==> src/rtl/fft_params_pkg.sv <==
`default_nettype none
// ============================================================================
// Module      : fft_params_pkg
// Description : Shared FFT sizing constants, derived widths, the stage
//               address-generator state type and butterfly index helpers.
// Revision    : 1.0  initial release
// ============================================================================
package fft_params_pkg;

    localparam int N       = 256;
    localparam int STAGES  = $clog2(N);
    localparam int ADDR_W  = $clog2(N);
    localparam int TW_W    = ADDR_W - 1;
    localparam int STAGE_W = $clog2(STAGES);

    typedef enum logic [1:0] {
        IDLE  = 2'd0,
        ISSUE = 2'd1,
        DRAIN = 2'd2,
        DONE  = 2'd3
    } agu_state_t;

    // Top input of butterfly k in stage s: the group index selects a block
    // of 2*half words, the position selects the word inside its top half.
    function automatic int bfly_addr_a(input int k, input int s);
        int pos;
        int grp;
        pos = k & ((1 << s) - 1);
        grp = k >> s;
        return (grp << (s + 1)) | pos;
    endfunction

    function automatic int bfly_addr_b(input int k, input int s);
        return bfly_addr_a(k, s) + (1 << s);
    endfunction

    // Twiddle exponent scaled into the N/2-entry ROM.
    function automatic int bfly_tw_idx(input int k, input int s, input int stages);
        int pos;
        pos = k & ((1 << s) - 1);
        return pos << (stages - 1 - s);
    endfunction

endpackage
`default_nettype wire

==> src/rtl/fft_wb_delay.sv <==
`default_nettype none
// ============================================================================
// Module      : fft_wb_delay
// Description : PIPE_LAT-deep shift register carrying {valid, addr_a, addr_b}
//               from read issue to write-back. One entry (real or bubble) is
//               shifted in every cycle.
// Ports       : clk, rst           clock, async active-high reset
//               in_valid/in_addr_* entry pushed this cycle
//               out_valid/out_addr_* entry leaving the line (write-back)
//               any_valid          a valid entry still has to reach the output
//                                  in a later cycle
// Revision    : 1.0  initial release
// ============================================================================
module fft_wb_delay #(
    parameter int PIPE_LAT = 4,
    parameter int ADDR_W   = 8
) (
    input  logic              clk,
    input  logic              rst,
    input  logic              in_valid,
    input  logic [ADDR_W-1:0] in_addr_a,
    input  logic [ADDR_W-1:0] in_addr_b,
    output logic              out_valid,
    output logic [ADDR_W-1:0] out_addr_a,
    output logic [ADDR_W-1:0] out_addr_b,
    output logic              any_valid
);

    logic [PIPE_LAT-1:0] r_valid;
    logic [ADDR_W-1:0]   r_addr_a [PIPE_LAT];
    logic [ADDR_W-1:0]   r_addr_b [PIPE_LAT];

    always_ff @(posedge clk or posedge rst) begin
        if (rst) begin
            r_valid <= '0;
            for (int i = 0; i < PIPE_LAT; i++) begin
                r_addr_a[i] <= '0;
                r_addr_b[i] <= '0;
            end
        end else begin
            r_valid[0]  <= in_valid;
            r_addr_a[0] <= in_addr_a;
            r_addr_b[0] <= in_addr_b;
            for (int i = 1; i < PIPE_LAT; i++) begin
                r_valid[i]  <= r_valid[i-1];
                r_addr_a[i] <= r_addr_a[i-1];
                r_addr_b[i] <= r_addr_b[i-1];
            end
        end
    end

    assign out_valid  = r_valid[PIPE_LAT-1];
    assign out_addr_a = r_addr_a[PIPE_LAT-1];
    assign out_addr_b = r_addr_b[PIPE_LAT-1];

    // The last stage is the entry being written back right now; only the
    // earlier stages represent work that is still outstanding.
    generate
        if (PIPE_LAT == 1) begin : g_any_single
            assign any_valid = 1'b0;
        end else begin : g_any_multi
            assign any_valid = |r_valid[PIPE_LAT-2:0];
        end
    endgenerate

endmodule
`default_nettype wire

==> src/rtl/fft_stage_agu.sv <==
`default_nettype none
// ============================================================================
// Module      : fft_stage_agu
// Description : Per-stage address generator for a radix-2 in-place FFT.
//               Walks the N/2 butterflies of the requested stage, issues the
//               read pair and twiddle index, and replays the read addresses
//               as write-back addresses PIPE_LAT cycles after acceptance.
//               stage_done pulses once the last write-back has retired.
// Ports       : clk, rst                      clock, async active-high reset
//               stage_start, stage_idx        stage request (IDLE only)
//               issue_ready                   datapath accepts a read issue
//               busy, stage_done, err         status to the control FSM
//               rd_en, rd_addr_a/b, tw_idx    read issue
//               wr_en, wr_addr_a/b            write-back
// Revision    : 1.0  initial release
// ============================================================================
module fft_stage_agu #(
    parameter int N        = fft_params_pkg::N,
    parameter int STAGES   = $clog2(N),
    parameter int PIPE_LAT = 4
) (
    input  logic                       clk,
    input  logic                       rst,
    input  logic                       stage_start,
    input  logic [$clog2(STAGES)-1:0]  stage_idx,
    input  logic                       issue_ready,
    output logic                       busy,
    output logic                       stage_done,
    output logic                       err,
    output logic                       rd_en,
    output logic [$clog2(N)-1:0]       rd_addr_a,
    output logic [$clog2(N)-1:0]       rd_addr_b,
    output logic [$clog2(N)-2:0]       tw_idx,
    output logic                       wr_en,
    output logic [$clog2(N)-1:0]       wr_addr_a,
    output logic [$clog2(N)-1:0]       wr_addr_b
);

    import fft_params_pkg::*;

    localparam int c_ADDR_W  = $clog2(N);
    localparam int c_TW_W    = c_ADDR_W - 1;
    localparam int c_K_W     = c_ADDR_W - 1;
    localparam int c_STAGE_W = $clog2(STAGES);
    localparam logic [c_K_W-1:0] c_K_LAST = c_K_W'(N / 2 - 1);

    agu_state_t           r_state;
    agu_state_t           w_state_nxt;
    logic [c_K_W-1:0]     r_k;
    logic [c_K_W-1:0]     w_k_nxt;
    logic [c_STAGE_W-1:0] r_s;
    logic [c_STAGE_W-1:0] w_s_nxt;

    logic                 w_start_ok;
    logic                 w_start_bad;
    logic                 w_accept;
    logic                 w_any_valid;
    logic                 r_err;

    logic [c_ADDR_W-1:0]  r_rd_addr_a;
    logic [c_ADDR_W-1:0]  r_rd_addr_b;
    logic [c_TW_W-1:0]    r_tw_idx;
    logic [c_ADDR_W-1:0]  w_rd_addr_a_nxt;
    logic [c_ADDR_W-1:0]  w_rd_addr_b_nxt;
    logic [c_TW_W-1:0]    w_tw_idx_nxt;

    logic [c_ADDR_W-1:0]  w_push_addr_a;
    logic [c_ADDR_W-1:0]  w_push_addr_b;

    assign w_start_ok  = (r_state == IDLE) && stage_start && (int'(stage_idx) <  STAGES);
    assign w_start_bad = (r_state == IDLE) && stage_start && (int'(stage_idx) >= STAGES);
    assign w_accept    = (r_state == ISSUE) && issue_ready;

    // ------------------------------------------------------------------
    // State register
    // ------------------------------------------------------------------
    always_ff @(posedge clk or posedge rst) begin
        if (rst) begin
            r_state <= IDLE;
            r_k     <= '0;
            r_s     <= '0;
            r_err   <= 1'b0;
        end else begin
            r_state <= w_state_nxt;
            r_k     <= w_k_nxt;
            r_s     <= w_s_nxt;
            r_err   <= w_start_bad;
        end
    end

    // ------------------------------------------------------------------
    // Next-state logic
    // ------------------------------------------------------------------
    always_comb begin
        w_state_nxt = r_state;
        w_k_nxt     = r_k;
        w_s_nxt     = r_s;
        case (r_state)
            IDLE: begin
                if (w_start_ok) begin
                    w_state_nxt = ISSUE;
                    w_k_nxt     = '0;
                    w_s_nxt     = stage_idx;
                end
            end
            ISSUE: begin
                if (w_accept) begin
                    if (r_k == c_K_LAST) begin
                        w_state_nxt = DRAIN;
                        w_k_nxt     = '0;
                    end else begin
                        w_k_nxt     = r_k + c_K_W'(1);
                    end
                end
            end
            DRAIN: begin
                // The entry at the delay-line output is written this cycle,
                // so stage_done next cycle follows the final write-back.
                if (!w_any_valid) begin
                    w_state_nxt = DONE;
                end
            end
            DONE: begin
                w_state_nxt = IDLE;
            end
            default: begin
                w_state_nxt = IDLE;
            end
        endcase
    end

    // ------------------------------------------------------------------
    // Output logic
    // ------------------------------------------------------------------
    always_comb begin
        busy       = (r_state != IDLE);
        rd_en      = (r_state == ISSUE);
        stage_done = (r_state == DONE);
    end

    assign err = r_err;

    // Read addresses are registered from the next k/s so that in ISSUE they
    // always describe butterfly r_k of stage r_s, and are zero elsewhere.
    always_comb begin
        w_rd_addr_a_nxt = '0;
        w_rd_addr_b_nxt = '0;
        w_tw_idx_nxt    = '0;
        if (w_state_nxt == ISSUE) begin
            w_rd_addr_a_nxt = c_ADDR_W'(bfly_addr_a(int'(w_k_nxt), int'(w_s_nxt)));
            w_rd_addr_b_nxt = c_ADDR_W'(bfly_addr_b(int'(w_k_nxt), int'(w_s_nxt)));
            w_tw_idx_nxt    = c_TW_W'(bfly_tw_idx(int'(w_k_nxt), int'(w_s_nxt), STAGES));
        end
    end

    always_ff @(posedge clk or posedge rst) begin
        if (rst) begin
            r_rd_addr_a <= '0;
            r_rd_addr_b <= '0;
            r_tw_idx    <= '0;
        end else begin
            r_rd_addr_a <= w_rd_addr_a_nxt;
            r_rd_addr_b <= w_rd_addr_b_nxt;
            r_tw_idx    <= w_tw_idx_nxt;
        end
    end

    assign rd_addr_a = r_rd_addr_a;
    assign rd_addr_b = r_rd_addr_b;
    assign tw_idx    = r_tw_idx;

    // Bubbles carry zero addresses so the write-back bus idles at zero.
    assign w_push_addr_a = w_accept ? r_rd_addr_a : '0;
    assign w_push_addr_b = w_accept ? r_rd_addr_b : '0;

    fft_wb_delay #(
        .PIPE_LAT (PIPE_LAT),
        .ADDR_W   (c_ADDR_W)
    ) u_wb_delay (
        .clk        (clk),
        .rst        (rst),
        .in_valid   (w_accept),
        .in_addr_a  (w_push_addr_a),
        .in_addr_b  (w_push_addr_b),
        .out_valid  (wr_en),
        .out_addr_a (wr_addr_a),
        .out_addr_b (wr_addr_b),
        .any_valid  (w_any_valid)
    );

endmodule
`default_nettype wire

==> config.mk <==
export PLATFORM = sky130hd
export DESIGN_NAME = fft_stage_agu
export DESIGN_NICKNAME = d
export VERILOG_FILES = /design/src/rtl/fft_params_pkg.sv /design/src/rtl/fft_wb_delay.sv /design/src/rtl/fft_stage_agu.sv
export SDC_FILE = /design/constraint.sdc
export NUM_CORES = 1
export LEC_CHECK = 0
export BUFFER_PORTS_ARGS = -buffer_cell sky130_fd_sc_hd__buf_2
export CAP_MARGIN = 15
export CELL_PAD_IN_SITES_DETAIL_PLACEMENT = 1
export CELL_PAD_IN_SITES_GLOBAL_PLACEMENT = 2
export CORE_MARGIN = 5
export CORE_UTILIZATION = 38
export CTS_CLUSTER_DIAMETER = 100
export DETAILED_ROUTE_END_ITERATION = 8
export HOLD_SLACK_MARGIN = 0.06
export PLACE_DENSITY_LB_ADDON = 0.1
export SYNTH_ARGS = -nofsm -noshare
export SYNTH_HDL_FRONTEND = slang
export SYNTH_HIERARCHICAL = 1
export SYNTH_SLANG_ARGS = --single-unit
==> constraint.sdc <==
create_clock -name clk -period 5.45 [get_ports clk]
set_input_delay 1.09 -clock clk [delete_from_list [all_inputs] [get_ports clk]]
set_output_delay 1.09 -clock clk [all_outputs]
set_load 0.01 [all_outputs]
==> Word level (Yosys, flattened, before mapping) <==
Cells that the tools add are included.
Widths: inputs -> output; s select.
{ "totals": {"reg_bits": 103, "out_inout_bits": 44} }
{ "op_classes": {"add_sub_neg": 5, "eq_ne": 5, "n_shift": 4, "mux": 16, "n_bitwise": 2, "reduce_logical": 5} }
{ "op_table": {"columns": ["cell", "count"], "rows": [
  ["$and 8x32->32", 1],
  ["$mux 8", 4],
  ["$shl 1x3->32 const A", 1],
  ["$shl 32x32->7", 1],
  ["$shl 32x4->8", 1],
  ["$shr 7x3->32", 1],
  ["$sub 32x2->32 const B", 1],
  ["$mux 7", 4],
  ["$pmux 7 s2", 1],
  ["$add 8x8->8", 1],
  ["$mux 2", 4],
  ["$or 8x8->8", 1],
  ["$pmux 2 s4", 1],
  ["$add 7x1->7 const B", 1],
  ["$eq 7x7->1 const B", 1],
  ["$mux 3", 2],
  ["$add 3x1->4 const B", 1],
  ["$eq 2x1->1 const B", 2],
  ["$eq 2x2->1 const B", 2],
  ["$sub 3x3->4 const A", 1],
  ["$reduce_or 3->1", 1],
  ["$logic_and 1x1->1", 2],
  ["$logic_not 2->1", 1],
  ["$reduce_bool 2->1", 1]
]} }

==> Depth between registers and ports, before layout <==
{ "logic_depth": {"ltp_word": 10, "mapped_depth": 23, "depth_no_buf": 21} }

==> Modules after synthesis <==
The synthesis kept the hierarchy.
{ "by_module_without_submodules": {"columns": ["module", "n_inst", "cells_each", "area_per_inst_um2"], "rows": [
  ["fft_stage_agu", 1, 324, 2748.9],
  ["fft_wb_delay", 1, 86, 1831.8]
]} }

==> Worst setup path after synthesis <==
OpenSTA, ideal clock, no wires.
{ "synth_path": {"path_kind": "input to register", "from": "input port stage_start", "to": "register r_rd_addr_b[7] (netlist: rd_addr_b[7])", "setup_ps": 125, "arrival_time_ps": 5034, "t_required_ps": 5325, "setup_slack_ps": 291, "path_stages": 20, "n_path_buf": 2, "cell_sequence": "nor3b_4 -> mux2i_1 -> clkinv_2 -> buf_2 -> ha_1 -> ha_1 -> buf_2 -> nand2b_1 -> nor2_1 -> a21oi_1 -> inv_1 -> ha_1 -> a21o_1 -> a21oi_1 -> nor2b_1 -> o21a_1 -> o41ai_1 -> xnor2_1 -> nor2b_1 -> mux2_4"} }
{ "synth_between": {"elab_chain_len": 9, "word_cells_on_any_way": 17, "cone_classes": "3 x add/sub; 1 x eq/ne; 3 x shift; 7 x mux; 2 x bitwise; 1 x reduce/logical"} }
{ "synth_rtl": {"columns": ["element", "line_no", "text"], "rows": [
  ["from (decl)", "fft_stage_agu.sv:24", "input logic stage_start,"],
  ["$logic_and 1x1->1 (*)", null, null],
  ["$mux 3 (*)", "fft_stage_agu.sv:100", "if (w_start_ok) begin"],
  ["$mux 3 (*)", "fft_stage_agu.sv:98", "case (r_state)"],
  ["net w_s_nxt[0]", "fft_stage_agu.sv:52", "logic [c_STAGE_W-1:0] w_s_nxt;"],
  ["$shl 1x3->32", null, null],
  ["$sub 32x2->32", null, null],
  ["$and 8x32->32", null, null],
  ["$or 8x8->8", "fft_params_pkg.sv:30", "return (grp << (s + 1)) | pos;"],
  ["$add 8x8->8 (*)", "fft_params_pkg.sv:34", "return bfly_addr_a(k, s) + (1 << s);"],
  ["$mux 8 (*)", "fft_stage_agu.sv:149", "if (w_state_nxt == ISSUE) begin"],
  ["net w_rd_addr_b_nxt[7]", "fft_stage_agu.sv:64", "logic [c_ADDR_W-1:0] w_rd_addr_b_nxt;"],
  ["to (signal assigned)", "fft_stage_agu.sv:163", "r_rd_addr_b <= w_rd_addr_b_nxt;"],
  ["to (decl)", "fft_stage_agu.sv:61", "logic [c_ADDR_W-1:0] r_rd_addr_b;"]
]} }
Mark *: on every way through the listed nets, which the timed path passes. The rest lies on a longest branch.

==> Final worst setup path <==
{ "layout_path": {"from": "input port stage_start", "to": "register r_rd_addr_b[7] (netlist: rd_addr_b[7])"} }
{ "layout_between": {"elab_chain_len": 9, "word_cells_on_any_way": 17, "cone_classes": "3 x add/sub; 1 x eq/ne; 3 x shift; 7 x mux; 2 x bitwise; 1 x reduce/logical"} }
{ "layout_rtl": {"columns": ["element", "line_no"], "rows": [
  ["$logic_and 1x1->1 (*)", null],
  ["$mux 3", "fft_stage_agu.sv:100"],
  ["$mux 3", "fft_stage_agu.sv:98"],
  ["$shl 1x3->32", null],
  ["$sub 32x2->32", null],
  ["$and 8x32->32", null],
  ["$or 8x8->8", "fft_params_pkg.sv:30"],
  ["$add 8x8->8", "fft_params_pkg.sv:34"],
  ["$mux 8 (*)", "fft_stage_agu.sv:149"],
  ["net w_rd_addr_b_nxt[7]", "fft_stage_agu.sv:64"]
]} }
Marked as above.

==> impl_results.md <==
* Num CTS Buffers at 9
* Core box area at 0.0119 mm^2
* Switching share of power at 0.382
* Synth Instances at 410
* Clock Tree Root: clkbuf_16
* PostCTS Resize Cnt at 0
* FF+latch count, synth at 103
* Hold Crit Start: u_wb_delay/r_addr_b[26]
* Cell Pwr Density at between 500 and 600 mW/mm^2
* CP endpoint kind: register
* Setup Buffers After CTS at 0
* Router iterations before antenna repair at 6
* Post-Syn Area at 0.00458 mm^2
* Worst path arrival time at 5.08 ns
* Status: complete, no violations
* Syn-to-layout area delta at 14.0%
* Routed WL at between 10 and 15 mm
* Antenna fix cells at 0
* Max-capacitance violation count at 0
* Post-synth EDFFs at 0
* Vias at ~3200
* CTS tree: built
* Crit path kind: in2reg
* Worst relative slew slack at 0.476
* # clock sinks at 103
* Clock share of power at 0.217
* Final setup TNS at 0 ns
* DRC Markers at 0
* Net Sw Power at 1.11 mW
* Final Critical Period at 4.85 ns
* Post-synth cell types at 65
* Vert. Die Dim at between 100 and 150 um
* Initial Utilization at 0.385
* Post-CTS Hold Buffers at 0
* Worst R2R Start: r_state[0]
* First-pass GRT wire length at 18.3 mm
* Top area cells in the synthesized netlist: dfrtp_1, ha_1, buf_4
* Comb power frac at 0.426
* CTS clk-pin slew, worst paths at 0.07 ns
* Fin util at 0.439
* Slew @ Worst Pin at 0.786 ns
* Layout cells sized above 1 at 0.220
* Max Clk Rate at 206 MHz
* Placed insts at 591
* Die Wd at 120 um
* Critical path startpoint: stage_start
* Gpl congestion at 0.885
* Post-DP HPWL at between 8 and 9 mm
* ANT nets after route at 0
* Longest Clk Path Bufs at 2
* Port-buffer cells at 49
* P_int at 1.80 mW
* Synth top area share at 0.563
* Synth warn at 6
* Synth Area per Inst at ~11 um^2
* Final net count at 478
* # setup viols final at 0
* R2R Setup Slk at a little under 0.9 ns
* CP startpoint kind: input pin
* WL/cell at 18.2 um
* Static leakage at 2.61 nW
* Sequential fraction of the synthesis area at 0.563
* Drt via density at 5.23
* Synth Net Count at 433
* Most frequent cell after synthesis: dfrtp_1
* Most used flip-flop cell after synthesis: dfrtp_1
* Total GRT Usage at 0.164
* RSZ-0062 raised after global routing: false
* Clock Latency Late Sink at 0.34 ns
* Congestion Overflow GR at 0
* Io pins at 51
* FFs w/ async S/R, synth at 1.00
* H-tree depth at 3
* Pins Over Slew Limit at 0
* Crit share post-route at 0.889
* Hold crit path type: reg2reg
* Full die area at 0.0143 mm^2
* Largest net degree at the start of global routing at 69
* Clock Skew at 0.00439 ns
* CP required at 5.68 ns
* Final hold violation count at 0
* Non-Filler Instances at 607
* Sequential power share at 0.358
* Initial antenna violation count at 0
* Leading area contributor after synthesis: dfrtp_1
* Maximum VDD drop at around 0.0002 V
* Initial drt markers at 239
* CP max FO at 8
* Commonest cells in the netlist: dfrtp_1, nand2_1, nor2_1
* Vias in the first global route at between 3000 and 4000
* Row cnt at 40
-- state kept, by name (all words and copies together), names as in the netlist --
register	count
u_wb_delay/r_addr_a	24
u_wb_delay/r_addr_b	24
rd_addr_a	8
rd_addr_b	8
u_wb_delay/out_addr_a	8
u_wb_delay/out_addr_b	8
r_k	7
tw_idx	7
u_wb_delay/r_valid	4
r_s	3
r_state	2
-- cell usage in the layout (no fill, tap or decap), drive strengths merged, types with 3 or more instances in the layout --
cell / n
dfrtp: 103
buf: 68
nand2: 35
nor2: 28
o21ai: 24
and3: 16
ha: 15
a21oi: 14
nand3: 13
inv: 13
nor2b: 12
clkbuf: 10
o211ai: 10
xor2: 7
nor3: 6
and2: 6
a211oi: 6
nand2b: 5
nand4: 5
a21o: 5
o22ai: 4
a31oi: 4
mux2i: 4
a21boi: 4
o21a: 3
a22oi: 3
clkinv: 3
or3: 3
xnor2: 3
o2111ai: 3
nor3b: 3
-- logic make-up after synthesis --
kind of cell               synth area share
and+or+nand+nor                       0.158
muxes                                0.0147
other                              0.000819
buffers and inverters                0.0593
AOI/OAI and AO/OA                     0.140
DFF                                   0.563
xor gates and xnor gates             0.0191
adders and majority gates            0.0453
-- critical path, cell delays in order --
cell	delay, ns
buf_2	0.11
nor3b_4	0.41
mux2i_1	0.32
clkinv_2	0.17
ha_1	0.31
nand2_1	0.17
ha_1	0.22
nand2b_1	0.12
o311ai_0	0.32
a21boi_0	0.17
a31oi_1	0.18
nand2_1	0.07
a21oi_1	0.17
a21oi_1	0.08
ha_1	0.23
o41ai_1	0.40
xnor2_1	0.13
nor2b_1	0.14
mux2_4	0.26
-- power by group through the flow --
stage                     Combinational, mW  Clock [mW]  Sequential (mW)
after floorplan                       0.827           0             1.06
after global placement                 1.24           0             1.05
after detailed placement               1.24           0             1.06
after CTS                              1.25       0.652             1.04
after global routing                   1.38       0.695             1.06
final                                  1.24       0.631             1.04
-- layer usage --
| layer | share of wire | track usage | vias to the layer above |
|---|---|---|---|
| li1 | - | - | 1516 |
| met1 | 0.47 | 0.217 | 1579 |
| met2 | 0.47 | 0.264 | 62 |
| met3 | 0.035 | 0.0368 | 16 |
| met4 | 0.021 | 0.0637 | 0 |
| met5 | 0 | 0 | - |
-- path summary, 6_finish.rpt --
check | to | depth (start not counted)
setup / recovery | rd_addr_b[7] | 19
hold / removal | u_wb_delay/r_addr_b[18] | 0
setup reg to reg | rd_addr_b[7] | 18
hold reg to reg | u_wb_delay/r_addr_b[18] | 0
max in group asynchronous | u_wb_delay/out_addr_a[3] | 3
min in group asynchronous | rd_addr_b[6] | 3
-- area by class of cell --
type                    instances  area [um^2]
inverters                      12         46.3
clock inverters                 6         67.6
flip-flops and latches        103         2580
well taps                     147          184
multi-input cells             261         1730
clock buffers                  10          229
fillers                      1339         6690
repair buffers                 68          388
-- stage by stage --
step                      hold WS [ns]  power (mW)  setup slack (ns)  area, um^2
final                            0.344        2.91             0.602        5220
after global routing             0.352        3.14             0.192        5220
after CTS                        0.347        2.95             0.598        5220
after detailed placement         0.336        2.30             0.256        4930
after global placement           0.331        2.29             0.343        4930
after floorplan                  0.331        1.88             0.291        4580
(Power assumes the default switching activity.)
